[src/rtl/add256_pkg.sv]
// Shared sizing and FSM state encoding for the 256-bit adder operand loader.
package add256_pkg;

  localparam int N     = 256;
  localparam int W     = 32;
  localparam int WORDS = N / W;
  localparam int IDX_W = (WORDS > 1) ? $clog2(WORDS) : 1;

  typedef enum logic [1:0] {
    LOAD_A = 2'd0,
    LOAD_B = 2'd1,
    EXEC   = 2'd2,
    HOLD   = 2'd3
  } state_t;

endpackage

[src/rtl/add256_operand_loader.sv]
// Streams two N-bit operands in W-bit words, presents them to an external adder and holds the result.
// Optional macro ADD256_LOADER_ABORT_EN adds an abort input that restarts loading without clearing data.
module add256_operand_loader #(
  parameter int N = add256_pkg::N,
  parameter int W = add256_pkg::W
) (
  input  logic         clk,
  input  logic         rst,
  input  logic         in_valid,
  output logic         in_ready,
  input  logic [W-1:0] in_data,
  input  logic         cin_in,
`ifdef ADD256_LOADER_ABORT_EN
  input  logic         abort,
`endif
  output logic [N-1:0] a,
  output logic [N-1:0] b,
  output logic         cin,
  output logic         op_valid,
  input  logic [N-1:0] s,
  input  logic         cout,
  output logic [N-1:0] res_s,
  output logic         res_cout,
  output logic         res_valid,
  input  logic         res_ready
);

  localparam int WORDS = N / W;
  localparam int IDX_W = (WORDS > 1) ? $clog2(WORDS) : 1;
  localparam logic [IDX_W-1:0] LAST_IDX = IDX_W'(WORDS - 1);

  add256_pkg::state_t state_q, state_d;
  logic [IDX_W-1:0]   idx_q, idx_d;
  logic [N-1:0]       a_q, b_q, res_s_q;
  logic               cin_q, res_cout_q, ready_en_q;
  logic               xfer, abort_hit;

`ifdef ADD256_LOADER_ABORT_EN
  assign abort_hit = abort;
`else
  assign abort_hit = 1'b0;
`endif

  // ready_en_q keeps in_ready low until the first edge after reset release.
  assign in_ready  = ready_en_q &&
                     ((state_q == add256_pkg::LOAD_A) || (state_q == add256_pkg::LOAD_B));
  assign xfer      = in_valid && in_ready;
  assign op_valid  = (state_q == add256_pkg::EXEC);
  assign res_valid = (state_q == add256_pkg::HOLD);

  assign a        = a_q;
  assign b        = b_q;
  assign cin      = cin_q;
  assign res_s    = res_s_q;
  assign res_cout = res_cout_q;

  always_comb begin
    state_d = state_q;
    idx_d   = idx_q;
    case (state_q)
      add256_pkg::LOAD_A, add256_pkg::LOAD_B: begin
        if (xfer) begin
          if (idx_q == LAST_IDX) begin
            idx_d   = '0;
            state_d = (state_q == add256_pkg::LOAD_A) ? add256_pkg::LOAD_B : add256_pkg::EXEC;
          end else begin
            idx_d = idx_q + 1'b1;
          end
        end
      end
      add256_pkg::EXEC: state_d = add256_pkg::HOLD;
      add256_pkg::HOLD: begin
        if (res_ready) begin
          state_d = add256_pkg::LOAD_A;
          idx_d   = '0;
        end
      end
      default: begin
        state_d = add256_pkg::LOAD_A;
        idx_d   = '0;
      end
    endcase
    // Abort overrides any transfer or result release in the same cycle.
    if (abort_hit) begin
      state_d = add256_pkg::LOAD_A;
      idx_d   = '0;
    end
  end

  always_ff @(posedge clk or posedge rst) begin
    if (rst) begin
      state_q    <= add256_pkg::LOAD_A;
      idx_q      <= '0;
      ready_en_q <= 1'b0;
    end else begin
      state_q    <= state_d;
      idx_q      <= idx_d;
      ready_en_q <= 1'b1;
    end
  end

  always_ff @(posedge clk or posedge rst) begin
    if (rst) begin
      a_q        <= '0;
      b_q        <= '0;
      cin_q      <= 1'b0;
      res_s_q    <= '0;
      res_cout_q <= 1'b0;
    end else begin
      if (xfer && !abort_hit) begin
        if (state_q == add256_pkg::LOAD_A) begin
          a_q[idx_q*W +: W] <= in_data;
          if (idx_q == '0) begin
            cin_q <= cin_in;
          end
        end else begin
          b_q[idx_q*W +: W] <= in_data;
        end
      end
      if (state_q == add256_pkg::EXEC) begin
        res_s_q    <= s;
        res_cout_q <= cout;
      end
    end
  end

endmodule

[config.mk]
export PLATFORM = sky130hd
export DESIGN_NAME = add256_operand_loader
export DESIGN_NICKNAME = d
export VERILOG_FILES = /design/src/rtl/add256_pkg.sv /design/src/rtl/add256_operand_loader.sv
export SDC_FILE = /design/constraint.sdc
export NUM_CORES = 1
export LEC_CHECK = 0
export CAP_MARGIN = 20
export CORE_AREA = 2 2 416 418
export CTS_CLUSTER_DIAMETER = 40
export DETAILED_ROUTE_END_ITERATION = 10
export DIE_AREA = 0 0 418 420
export PLACE_DENSITY = 0.5
export SLEW_MARGIN = 20
export SYNTH_ARGS = -nofsm -noshare
export SYNTH_HDL_FRONTEND = slang
export SYNTH_SLANG_ARGS = --single-unit
[constraint.sdc]
create_clock -name clk -period 53.8 [get_ports clk]
set_input_delay 16.14 -clock clk [delete_from_list [all_inputs] [get_ports clk]]
set_output_delay 16.14 -clock clk [all_outputs]
set_load 0.005 [all_outputs]
After elaboration in Yosys (flattened, before gate mapping) --
Cells that the tools add are included.
Word-level totals: register bits 776, output and inout port bits 773
Cells by class: shift-type cells 2, bitwise logic cells 1, reduce and logical (&&, ||, !) cells 12, add/sub/neg operators 2, equal/unequal tests 7, multiplexer cells 11
Operators with widths (number):
- $bwmux 256 | 2
- $shift 32x34->256 const A | 1
- $shiftx 32x34->256 | 1
- $neg 8->34 | 1
- $mux 3 | 3
- $reduce_and 3->1 | 3
- $mux 2 | 4
- $pmux 2 s3 | 1
- $pmux 3 s2 | 1
- $eq 2x2->1 const B | 2
- $ne 2x2->1 const B | 2
- $reduce_and 2->1 | 2
- $add 3x1->3 const B | 1
- $eq 3x3->1 const B | 1
- $logic_not 3->1 | 1
- $eq 2x1->1 const B | 1
- $logic_and 1x1->1 | 2
- $logic_not 2->1 | 1
- $ne 2x1->1 const B | 1
- $reduce_bool 2->1 | 1
- $reduce_or 2->1 | 1
- $logic_or 1x1->1 | 1
- $not 1->1 | 1

Longest topological paths before layout --
depth in word-level cells 6, mapped depth 11, depth with buffers taken out 6

Worst setup path after synthesis --
Ideal clock, no wire load.
kind in2reg, start input in_valid, end register b_q[160], in the netlist b[160], arrival 17.226 ns, buffers on the path 1, setup time 0.125 ns, stages on the path 4, required time 53.675 ns, slack 36.448 ns, path through nand4b_4 > nor4b_4 > buf_6 > mux2_4
On the way: cells in the longest elaborated chain, start to end 2
RTL lines:
- start, declared | line add256_operand_loader.sv:9 | input logic in_valid,
- $logic_and 1x1->1 | line add256_operand_loader.sv:47 | assign xfer = in_valid && in_ready;
- $reduce_and 2->1 (no source line)
- end signal, assigned by index | line add256_operand_loader.sv:117 | b_q[idx_q*W +: W] <= in_data;
- end, declared | line add256_operand_loader.sv:34 | logic [N-1:0] a_q, b_q, res_s_q;
No other way between the ends. A chain may end at the register's enable or synchronous reset.

==> flow_summary.yaml <==
synthesis:
  ys_warn_count: 0
  synth_nets: 2213
  synthFlopType: "dfrtp_1"
  yosysMostFrequentCell: "dfrtp_1"
  synthArstFlopShare: 1.00
  synth_cells: 1908
  synth_common_cells: "dfrtp_1 (776), mux2_2 (438), mux2_4 (180), mux2_1 (90), and2_1 (86)"
  synthesis.area_um2: 31100
  ys_top_cells_by_area: "dfrtp_1 (63%), mux2_2 (16%), mux2_4 (8.7%)"
  synth_edf_count: 0
  yosysTopAreaCellShare: 0.625
  avgSynthCellArea_um2: 16.3
  synth-seq-area-share: 0.625
  ys_ff_latch: 776
  synth_top_area_cell: "dfrtp_1"
  post_synth_num_cell_types: 41
worst_setup_path:
  cp.required_ns: 54.62
  cpPeakStageDelay_ns: 0.81
  cp_num_buf_inv: 7
  cp_common_cell: "buf_4"
  crit_chain: "clkdlybuf4s50_1 -> inv_8 -> buf_12 -> buf_4 -> buf_4 -> buf_4 -> buf_6"
  start_kind: "primary input"
  path_delay_family: "buffers and inverters"
  crit_arrival_ns: 21.09
  endpoint_kind: "async pin"
  crit_type: "primary input to async pin"
  cp_max_fo: 151
  crit_slowest_cell: "buf_4"
pwr:
  p_comb_frac: 0.361
  p_leak_nw: 21.7
  switchingPower_mw: 0.937
  powerDensity_nw_per_um2: 59.7
  peakVddDrop_uv: 34.6
  p_sw_frac: 0.316
  pwr-share-seq: 0.307
  clkPwrFrac: 0.332
  p_int_mw: 2.03
  p_total_mw: 2.97
detailed_routing:
  wirelength_mm: 144
  wl_per_cell_um: 26.3
  viasPerCell: 3.88
  detail-route-antenna-nets: 0
  first_pass_iters: 4
  drc: 0
  num_vias: 21200
  first_iter_violations: 1233
grt:
  grt_antenna_before_repair: 51
  grt_pass1_wl_mm: 192
  overflow: 0
  grt_max_degree: 167
  grt_use_total: 0.160
  first_global_vias: 22000
finish:
  nets: 3368
  drive_gt1_frac: 0.295
  area_growth_pct: 60.0
  fill_cells: 17300
  final_cell_count_no_fill: 5449
floorplanning:
  ios: 1067
  die_y_um: 420
  fp.dieW_um: 418
  start_util: 0.182
  die_area_um2: 176000
  core_um2: 171000
  placementRows: 152
clocking:
  cts_sinks: 776
  ctsHoldBuffers: 0
  htreeDepth: 4
  root_buffer: "clkbuf_16"
  cts.path.max_buffers: 3
  worstSkewPairLatency_ns: 0.79
  cts_buffers: 152
  cts_tree: "yes"
  cts_setup_buffers: 0
  clk_pin_slew_worst_paths_ns: 0.05
  ctsResizeCount: 0
worst_hold_path:
  min_path_type: "flip-flop to flip-flop"
sta:
  min_period_ns: 20.26
  relSlewSlack: 0.288
  fin_tns_setup_ns: 0
  rsz0062_at_grt: "no"
  slew_violations: 0
  skew_ns: 0.0417
  setup_viol: 0
  worst_slew_pin_slew_ns: 1.07
  fmax_ghz: 0.0493
  period_share: 0.377
  finalHoldViolCount: 0
placement:
  dpl.cell_count: 5141
  hpwlAfterDp_mm: 110
  port_buffers: 1066
  gp_congestion: 0.882
job:
  drv_cap: 0
status:
  status: "complete, no violations"
logic make-up after synthesis:
logic type / after synthesis / share of synthesized area
other cells: 1 / 0.000121
buf+inv: 171 / 0.0284
mux: 775 / 0.300
fa+ha+maj: 11 / 0.00443
compound gates: 5 / 0.00129
simple gates: 169 / 0.0403
flops: 776 / 0.625
final timing paths:
path | start | end | slack, ns | cells after the start
setup / recovery | rst | a[65] | 33.54 | 7
hold / removal | b[13] | b[13] | 0.49 | 1
setup reg to reg | idx_q[1] | b[7] | 50.34 | 5
hold reg to reg | b[13] | b[13] | 0.49 | 1
max in group clk | state_q[0] | in_ready | 35.03 | 4
min in group asynchronous | rst | res_s[110] | 15.99 | 2
flip-flops by register name, summed over array words and instances (netlist names):
signal      count
cin             1
state_q         2
res_cout        1
ready_en_q      1
res_s         256
a             256
b             256
idx_q           3
placed cells by master, fill, tap and decap left out, types with 27 or more instances in the layout:
cell and n:
clkdlybuf4s50_1 1066, dfrtp_1 776, mux2_2 438, mux2_4 180
clkbuf_16 155, mux2_1 90, and2_1 86, inv_1 70
mux2i_1 67, nand4_1 33, buf_4 31, clkbuf_8 28
diode_2 27
layer usage:
layer	track usage	part of all wire	routed length, um	vias to the layer above
li1	-	-	-	9146
met1	0.194	0.41	58100	11100
met2	0.269	0.50	72500	697
met3	0.0473	0.065	9370	172
met4	0.0521	0.024	3430	24
met5	0	0.0010	149	-
power groups by stage:
stage                     clock, mW  combinational (mW)  sequential [mW]
final                         0.985                1.07            0.910
after global placement            0                1.09            0.911
after detailed placement          0                1.10            0.915
after CTS                      1.01                1.10            0.909
after floorplan                   0               0.395            0.913
after global routing           1.04                1.13            0.934
final cells by class:
| class | instances | area (um2) | share of cell area |
|---|---|---|---|
| inverters | 71 | 274 | 0.00551 |
| well taps | 2233 | 2790 | 0.0562 |
| diodes | 27 | 67.6 | 0.00136 |
| multi-input cells | 961 | 10800 | 0.218 |
| flip-flops and latches | 776 | 19400 | 0.391 |
| clock buffers | 204 | 4340 | 0.0874 |
| clock inverters | 76 | 1020 | 0.0205 |
| repair buffers | 1101 | 11000 | 0.221 |
through the flow:
| stage | hold WS, ns | instance area (um2) | util | setup slack (ns) |
|---|---|---|---|---|
| after floorplan | 0.489 | 31100 | - | 15.88 |
| after global placement | 0.475 | 44200 | 0.259 | 32.22 |
| final | 0.487 | 49700 | 0.291 | 33.54 |
| after global routing | 0.496 | 49600 | 0.290 | 32.91 |
| after CTS | 0.489 | 49600 | 0.290 | 33.08 |
| after detailed placement | 0.480 | 44200 | 0.259 | 32.20 |
No activity file was read; power rests on OpenSTA's default activity.
